[config.mk]
export PLATFORM = sky130hd
export DESIGN_NAME = mac_stream_driver
export DESIGN_NICKNAME = d
export VERILOG_FILES = /design/src/rtl/mac_stream_driver.sv
export SDC_FILE = /design/constraint.sdc
export NUM_CORES = 1
export LEC_CHECK = 0
export BUFFER_PORTS_ARGS = -buffer_cell sky130_fd_sc_hd__buf_2
export CAP_MARGIN = 5
export CORE_MARGIN = 1.5
export CORE_UTILIZATION = 51
export CTS_CLUSTER_DIAMETER = 30
export DETAILED_ROUTE_END_ITERATION = 7
export MAX_ROUTING_LAYER = met4
export PLACE_DENSITY_LB_ADDON = 0.15
export SLEW_MARGIN = 10
export SYNTH_ARGS = -nofsm -noshare
export SYNTH_HDL_FRONTEND = slang
export SYNTH_SLANG_ARGS = --single-unit
[constraint.sdc]
create_clock -name clk -period 2.48 [get_ports clk]
set_input_delay 0.248 -clock clk [delete_from_list [all_inputs] [get_ports clk]]
set_output_delay 0.248 -clock clk [all_outputs]
set_load 0.005 [all_outputs]
[src/rtl/mac_stream_driver.sv]
// Operand buffer plus i/k/b stream initiator and o-stream result sink for the MAC.
// Define MAC_DRV_RESULT_CHECK_EN to add the internal result model and mismatch flag.
module mac_stream_driver #(
   parameter int DEPTH = 8,
   parameter int W     = 8
) (
   input  logic                     clk,
   input  logic                     reset,
   input  logic                     wr_en,
   input  logic [$clog2(DEPTH)-1:0] wr_addr,
   input  logic [W-1:0]             wr_i,
   input  logic [W-1:0]             wr_k,
   input  logic [W-1:0]             bias,
   input  logic [$clog2(DEPTH):0]   len,
   input  logic                     start,
   output logic                     busy,
   output logic                     done,
   output logic [W-1:0]             result,
   output logic                     mismatch,
   output logic                     new_o,
   output logic                     i_TVALID,
   output logic                     k_TVALID,
   output logic                     b_TVALID,
   input  logic                     i_TREADY,
   input  logic                     k_TREADY,
   input  logic                     b_TREADY,
   output logic [W-1:0]             i_TDATA,
   output logic [W-1:0]             k_TDATA,
   output logic [W-1:0]             b_TDATA,
   input  logic                     o_TVALID,
   input  logic [W-1:0]             o_TDATA,
   output logic                     o_TREADY
);

   localparam int AW = $clog2(DEPTH);
   localparam int LW = AW + 1;

   typedef enum logic [1:0] {IDLE, BIAS, STREAM, DRAIN} state_t;

   state_t         state;
   state_t         state_d;
   logic [W-1:0]   mem_i [DEPTH];
   logic [W-1:0]   mem_k [DEPTH];
   logic [LW-1:0]  ptr;
   logic [LW-1:0]  len_q;
   logic [W-1:0]   bias_q;
   logic           ik_valid;
   logic           b_valid;
   logic           accept;
   logic           ik_hs;
   logic           b_hs;
   logic           ik_last;
   logic           capture;

   assign accept  = (state == IDLE) && start &&
                    (len != '0) && (len <= LW'(DEPTH));
   assign ik_hs   = ik_valid && i_TREADY && k_TREADY;
   assign b_hs    = b_valid && b_TREADY;
   assign ik_last = ik_hs && (ptr == len_q - LW'(1));
   assign capture = (state == DRAIN) && o_TVALID;

   assign i_TVALID = ik_valid;
   assign k_TVALID = ik_valid;
   assign b_TVALID = b_valid;

   // Data is forced to zero when idle so nothing undefined leaks out of the buffer.
   assign i_TDATA = ik_valid ? mem_i[ptr[AW-1:0]] : '0;
   assign k_TDATA = ik_valid ? mem_k[ptr[AW-1:0]] : '0;
   assign b_TDATA = b_valid ? bias_q : '0;

   always_ff @(posedge clk or posedge reset) begin
      if (reset) state <= IDLE;
      else       state <= state_d;
   end

   // Elements may complete during BIAS while the bias beat is still pending.
   always_comb begin
      state_d = state;
      unique case (state)
         IDLE:    if (accept) state_d = BIAS;
         BIAS:    if (b_hs) state_d = (ik_last || !ik_valid) ? DRAIN : STREAM;
         STREAM:  if (ik_last) state_d = DRAIN;
         DRAIN:   if (o_TVALID) state_d = IDLE;
         default: state_d = IDLE;
      endcase
   end

   always_ff @(posedge clk or posedge reset) begin
      if (reset) begin
         busy     <= 1'b0;
         done     <= 1'b0;
         result   <= '0;
         new_o    <= 1'b0;
         o_TREADY <= 1'b0;
         ik_valid <= 1'b0;
         b_valid  <= 1'b0;
         ptr      <= '0;
         len_q    <= '0;
         bias_q   <= '0;
      end else begin
         busy     <= (state_d != IDLE);
         new_o    <= (state_d == BIAS) || (state_d == STREAM);
         o_TREADY <= (state_d == DRAIN);
         done     <= capture;
         if (capture) result <= o_TDATA;
         if (accept) begin
            len_q    <= len;
            bias_q   <= bias;
            ptr      <= '0;
            ik_valid <= 1'b1;
            b_valid  <= 1'b1;
         end else begin
            if (ik_hs)   ptr      <= ptr + LW'(1);
            if (ik_last) ik_valid <= 1'b0;
            if (b_hs)    b_valid  <= 1'b0;
         end
      end
   end

   always_ff @(posedge clk) begin
      if (wr_en && (state == IDLE) && !accept) begin
         mem_i[wr_addr] <= wr_i;
         mem_k[wr_addr] <= wr_k;
      end
   end

`ifdef MAC_DRV_RESULT_CHECK_EN
   logic [W-1:0] acc;

   always_ff @(posedge clk or posedge reset) begin
      if (reset) begin
         acc      <= '0;
         mismatch <= 1'b0;
      end else if (accept) begin
         acc      <= bias;
         mismatch <= 1'b0;
      end else begin
         if (ik_hs)   acc      <= acc + i_TDATA * k_TDATA;
         if (capture) mismatch <= (o_TDATA != acc);
      end
   end
`else
   assign mismatch = 1'b0;
`endif

endmodule

==> key figures, run 1 <==
STA
  • RSZ-0062 raised after global routing: false
  • Tmin final: 2.305 ns
  • Final Hold Viols: 0
  • Final worst slack: 0.1752 ns
  • Fin. max-slew vios: 0
  • F_max: 433.9 MHz
  • Rel. slew slack: 55.73%
  • Worst clock skew: 0.006306 ns
  • Slew @ Worst Pin: 0.6633 ns
  • Final clock period utilization by the worst path: 92.94%
  • Final setup violation count: 0
  • Fin Setup TNS: 0 ns

Logic synthesis
  • Most used flip-flop cell after synthesis: edfxtp_1
  • Post-synth top area cell: edfxtp_1
  • Yosys reg bits: 160
  • Mapped Area: 6437 um^2
  • Top cell type's share of synthesized area: 59.71%
  • Mean Syn Cell Area: 18.03 um^2
  • Number of synthesized flops with an enable pin: 128
  • Cells taking the most area after synthesis: edfxtp_1, dfrtp_1, mux4_2, mux2i_1, nand2_1
  • Post-Syn Instances: 357
  • Syn Nets: 408
  • Post-synth ARST share: 20.00%
  • Sequential area share after synthesis: 72.15%
  • Ys Warns: 0
  • Library cells used by synthesis: 39

Setup path
  • WP data required: 2.23 ns
  • Setup CP Type: reg -> out
  • Crit path cell chain: buf_4, mux4_2, mux2i_1, nor2b_1, buf_2
  • Crit path max-delay family: multiplexers
  • Reg-to-Reg End: new_o
  • R2R Path Start: len_q[0]
  • Startpoint Class: register
  • Cells on worst reg2reg path: 7
  • WP data arrival: 2.06 ns
  • Worst R2R Setup Slack: 0.56 ns
  • Worst path max stage delay: 0.45 ns
  • Crit path max fanout: 34
  • WP buf/inv: 2
  • Slowest cell on crit path: buf_4
  • Critical path origin: ptr[1]
  • CP Capture Type: output pin

Floorplanning
  • Height of the die: 115.4 um
  • Die area: 13310 um^2
  • I/O pin count: 87
  • Core area: 12160 um^2
  • Starting Density: 52.93%
  • Chip width: 115.4 um
  • Row count: 40

Min path
  • HP Start: bias[2]
  • Min-Delay Path Class: in -> reg
  • Worst hold path cell count: 3
  • Worst Hold Path EP: bias_q[2]

Clock tree
  • Clock sink count: 160
  • Num CTS Buffers: 17
  • Clock buffer depth: 2
  • Worst skew pair latency: 0.42 ns
  • H-tree levels: 4
  • Register clock-pin slew on the reported worst setup and hold paths: 0.06 ns
  • CTS tree: yes
  • # resized after CTS: 0
  • Clk root buf: clkbuf_16

Drt
  • Routed WL: 12.26 mm
  • Routed vias: 3424
  • Final routed DRC violation total: 0
  • Iter 0 DRT Violations: 219
  • Vias/cell: 5.358
  • Drt wl/cell: 19.19 um
  • First drt pass iteration count: 5
  • ANT nets after route: 0

Layout
  • # diodes: 0
  • Layout Cells excl Fill: 639
  • Most frequent cells in the layout: edfxtp_1, buf_2, mux4_2
  • Filler cells: 911
  • Area grow syn2layout: 19.14%
  • Area of the multi-input gates: 1680 um^2
  • Nets@finish: 509
  • Layout cells sized above 1: 37.58%
  • Seq. cell area: 4646 um^2
  • Final Cell Area: 7670 um^2
  • Most common cell after layout, fill and taps aside: edfxtp_1

Power and ir drop
  • Sw Share: 27.70%
  • Gate power share: 27.8%
  • P_leak: 2.851 nW
  • Sequential Power Share: 41.9%
  • Max VDD drop: 0.6057 mV
  • Cell area power density: 1047 nW/um^2
  • Sw power: 0.002224 W
  • Clock share of power: 30.3%
  • PnR Total Power: 0.008029 W
  • P_int: 0.005805 W

Placed design
  • Port bufs: 85
  • Post-placement cell area: 7106 um^2
  • Dpl ws: 0.3493 ns
  • Final RePlAce weighted congestion: 0.7567
  • DP Wirelength: 8.073 mm
  • Dpl cells: 606

Global route
  • GRT Residual Overflow: 0
  • Pin count of the biggest net entering global routing: 37
  • Vias in the first global route: 3479
  • Initial antenna violation count: 0
  • GRT Total Usage: 20.85%
  • First-pass GRT wire length: 18.93 mm

Flow run
  • Max Cap Violations: 0

Run status
  • Outcome: complete, no violations
==> power groups by stage <==
stage | registers, W | logic, W | clock network, W
3_3_place_gp | 0.00340 | 0.00226 | 0
6_report | 0.00336 | 0.00223 | 0.00243
3_5_place_dp | 0.00342 | 0.00229 | 0
2_1_floorplan | 0.00338 | 0.00157 | 0
5_1_grt | 0.00339 | 0.00248 | 0.00258
4_1_cts | 0.00336 | 0.00230 | 0.00248
==> metal layers <==
| metal | up-vias | GRT usage (%) | routed length, um |
|---|---|---|---|
| li1 | 1566 | - | - |
| met1 | 1697 | 23.70 | 4729 |
| met2 | 137 | 35.11 | 6466 |
| met3 | 24 | 4.797 | 721 |
| met4 | 0 | 9.794 | 348 |
| met5 | - | - | 0 |
==> cells in the mapped netlist (2+ instances only) <==
cell,n
buf_2,5
dfrtp_1,32
clkbuf_1,5
ha_1,4
o21ai_0,5
nand2_1,31
buf_4,5
edfxtp_1,128
nand3_1,9
and2_1,8
mux4_2,32
xnor2_1,3
and3_1,3
mux2_2,8
nand2b_1,2
nor3_1,6
a21oi_1,2
xor2_1,3
nor2b_1,16
nor4_1,2
inv_1,6
mux2i_1,17
nor2_1,8
buf_6,2
==> timing repair <==
item / CTS / global route
setup buffers: 0 / 0
hold buffers: 1 / 0
endpoints found under the hold margin: 17 / 0
==> layout make-up <==
type | instances | share of cell area, %
timing repair buffer | 100 | 7.210
clock buffer | 19 | 5.644
clock inverter | 13 | 1.582
inverter | 7 | 0.3426
sequential | 160 | 60.57
multi-input combinational | 172 | 21.91
tap | 168 | 2.741
==> state kept, by name, indices dropped and copies added, names as in the netlist <==
name / count
mem_i: 64
result: 8
mem_k: 64
o_TREADY: 1
b_TVALID: 1
bias_q: 8
done: 1
i_TVALID: 1
len_q: 4
state: 2
ptr: 4
busy: 1
new_o: 1
==> kinds of logic after synthesis <==
kind of cell,after synthesis,synth area share [%]
buffers and inverters,25,2.254
adder cells (fa/ha/maj),4,0.7775
multiplexers,57,15.24
flip-flops,160,72.15
XOR/XNOR,7,1.186
other,1,0.05825
AND/OR/NAND/NOR,93,7.425
AO/OA/AOI/OAI,10,0.9136
==> worst max path at each step <==
stage / to / slack (ns) / cells past startpoint
2_1_floorplan: mem_i[0][0] / -0.61 / 4
3_5_place_dp: mem_i[2][3] / 0.35 / 6
3_3_place_gp: mem_k[6][5] / 0.40 / 6
5_1_grt: k_TDATA[4] / 0.07 / 5
6_report: i_TDATA[2] / 0.18 / 5
4_1_cts: k_TDATA[0] / 0.14 / 5
==> through the flow <==
stage,utilization [%],hold WS (ns)
after floorplan,-,0.3469
after global placement,58.43,0.3630
after detailed placement,58.43,0.3735
after CTS,63.07,0.001242
after global routing,63.07,0.01754
final,63.07,0.01925
==> worst reg2reg max path, cell delays in order, from the launching register on <==
cell and delay (ns):
dfrtp_1 0.41, inv_1 0.08, ha_1 0.30, xnor2_1 0.14, nor4_2 0.26, nand3_1 0.14, and3_1 0.19, ha_1 0.29
No activity file was read; power rests on OpenSTA's default activity.
==> run 2, diff against run 1 <==
==> constraint.sdc (replaced) <==
create_clock -name clk -period 2.48 [get_ports clk]
set_input_delay 0.248 -clock clk [delete_from_list [all_inputs] [get_ports clk]]
set_output_delay 0.248 -clock clk [all_outputs]
set_load 0.01 [all_outputs]
==> key figures, run 2 (synthesis results as in run 1) <==
Layout
  • Layout Cells excl Fill: 639 (unchanged)
  • Top flop regs: mem_i: 64 flops, mem_k: 64 flops
  • Filler cells: 909 (-0.22%)
  • Most frequent cells in the layout: edfxtp_1, buf_2, mux4_2
  • Nets@finish: 509 (unchanged)
  • Final core occ: 63.49% (+0.42 points)
  • Most common cell after layout, fill and taps aside: edfxtp_1
  • Layout cells sized above 1: 38.43% (+0.85 points)
  • Area grow syn2layout: 19.94%
  • Final Cell Area: 7721 um^2 (+0.67%)
  • # diodes: 0 (unchanged)

STA
  • Final clock period utilization by the worst path: 93.51% (+0.57 points)
  • F_max: 431.2 MHz (-0.61%)
  • RSZ-0062 raised after global routing: false
  • Final Hold Viols: 0 (unchanged)
  • Fin. max-slew vios: 0 (unchanged)
  • Tmin final: 2.319 ns (+0.01415 ns)
  • Final worst slack: 0.1610 ns (-0.01415 ns)
  • Slew @ Worst Pin: 0.6451 ns (-0.01822 ns)
  • Worst clock skew: 0.005527 ns (-0.0007782 ns)
  • Final setup violation count: 0 (unchanged)
  • Rel. slew slack: 57.00% (+1.3 points)

Global route
  • GRT Total Usage: 20.67% (-0.18 points)
  • GR peak layer: met2
  • Vias in the first global route: 3348 (-3.8%)
  • Initial antenna violation count: 0 (unchanged)
  • Met1 usage: 23.03% (-0.66 points)
  • GR Layer Usage met2: 35.11% (unchanged)
  • GRT Residual Overflow: 0 (unchanged)
  • First-pass GRT wire length: 18.53 mm (-2.1%)
  • Met3 Resource Use GR: 4.586% (-0.21 points)
  • Pin count of the biggest net entering global routing: 37 (unchanged)

Floorplanning
  • I/O pin count: 87 (unchanged)
  • Die area: 13310 um^2 (unchanged)
  • Core area: 12160 um^2 (unchanged)
  • Chip width: 115.4 um (unchanged)
  • Row count: 40 (unchanged)
  • Height of the die: 115.4 um (unchanged)
  • Starting Density: 52.93% (unchanged)

Placed design
  • Port bufs: 85 (unchanged)
  • Dpl cells: 606 (unchanged)
  • Post-placement cell area: 7118 um^2 (+0.18%)
  • Dpl ws: 0.3523 ns (+0.002979 ns)
  • DP Wirelength: 7.907 mm (-2.1%)
  • Final RePlAce weighted congestion: 0.7716 (+2.0%)

Setup path
  • Startpoint Class: register
  • Worst path max stage delay: 0.56 ns (+0.11 ns)
  • Cells on worst reg2reg path: 5 (-2)
  • Crit path cell chain: buf_12, mux4_2, mux2i_1, nor2b_1, buf_2
  • Reg-to-Reg End: new_o
  • WP data required: 2.23 ns (about the same)
  • Crit path to: k_TDATA[0]
  • Worst R2R Setup Slack: 0.58 ns (+0.02 ns)
  • Crit path max fanout: 36 (+5.9%)
  • Critical path origin: ptr[0]
  • CP Capture Type: output pin
  • Slowest cell on crit path: mux4_2
  • Setup CP Type: reg -> out
  • WP data arrival: 2.07 ns (about the same)
  • R2R Path Start: state[1]

Drt
  • Iter 0 DRT Violations: 155 (-29%)
  • Drt wl/cell: 19.11 um (-0.43%)
  • Routed vias: 3357 (-2.0%)
  • ANT nets after route: 0 (unchanged)
  • Vias/cell: 5.254 (-2.0%)
  • Final routed DRC violation total: 0 (unchanged)
  • Routed WL: 12.21 mm (-0.43%)
  • First drt pass iteration count: 5 (unchanged)

Clock tree
  • H-tree levels: 4 (unchanged)
  • Clk root buf: clkbuf_16
  • Cts hold-fix bufs: 1 (unchanged)
  • # resized after CTS: 0 (unchanged)
  • CTS tree: yes
  • Clock buffer depth: 2 (unchanged)
  • Worst skew pair latency: 0.42 ns (about the same)
  • Num CTS Buffers: 17 (unchanged)
  • Register clock-pin slew on the reported worst setup and hold paths: 0.06 ns (about the same)
  • Post-CTS Setup Inserts: 0 (unchanged)
  • Clock sink count: 160 (unchanged)

Power and ir drop
  • P_leak: 2.864 nW (+0.47%)
  • Max VDD drop: 0.6455 mV (+6.6%)
  • Cell area power density: 1079 nW/um^2 (+3.0%)

Min path
  • Min-Delay Path Class: in -> reg

Flow run
  • Max Cap Violations: 0 (unchanged)

Run status
  • Outcome: complete, no violations
## run 2: cell count changes in the layout (fill, tap and decap cells not counted)
cell        delta
inv_6          +1
clkinvlp_2     +1
clkbuf_1       -2
bufinv_16      +1
clkinv_1       -2
buf_12         +1
buf_4          -1
clkinvlp_4     +2
clkinv_2       -1
## run 2: per-stage QoR
step | TNS (ns) | total power [W] | hold WS [ns]
2_1_floorplan | -23.87 | 0.005078 | 0.3469
3_3_place_gp | 0 | 0.005811 | 0.3469
6_report | 0 | 0.008328 | 0.01806
5_1_grt | 0 | 0.008746 | 0.01420
3_5_place_dp | 0 | 0.005860 | 0.3577
4_1_cts | 0 | 0.008450 | 0.005130
## run 2: critical path, delay by kind of cell, from the launching register on
| family | cells | cell delay, ns |
|---|---|---|
| mux | 2 | 0.75 |
| simple gates | 1 | 0.08 |
| buf+inv | 2 | 0.42 |
| flops | 1 | 0.37 |
## run 2: worst min path at each step
stage                 start  cells after the start           to  slack, ns
finish              bias[7]                      3    bias_q[7]       0.02
global route        bias[1]                      3    bias_q[1]       0.01
CTS                 bias[7]                      3    bias_q[7]      0.005
detailed placement    reset                      3    result[7]       0.36
global placement      reset                      3    result[7]       0.35
floorplan           wr_i[0]                      0  mem_i[0][0]       0.35
## run 2: power by group
group	leakage [nW]	internal, W	switching [W]
Sequential	1.55	0.00321	0.000144
Combinational	1.03	0.00116	0.00124
Clock	0.282	0.00157	0.00101
Total	2.86	0.00594	0.00239
## run 2: layout make-up
type                    count  area [um^2]  share of cell area (%)
repair buffers            100        565.5                   7.325
flip-flops and latches    160         4646                   60.17
multi-input cells         172         1680                   21.76
well taps                 168        210.2                   2.722
inverters                   7        26.28                  0.3403
clock buffers              17        425.4                   5.510
clock inverters            15        167.7                   2.171
## run 2: metal layers
metal | vias up | part of all wire [%] | wire length (um)
met5 | - | 0 | 0
met4 | 0 | 1.9 | 227
met3 | 16 | 4.4 | 534
met2 | 99 | 54 | 6539
met1 | 1675 | 40 | 4910
li1 | 1567 | - | -
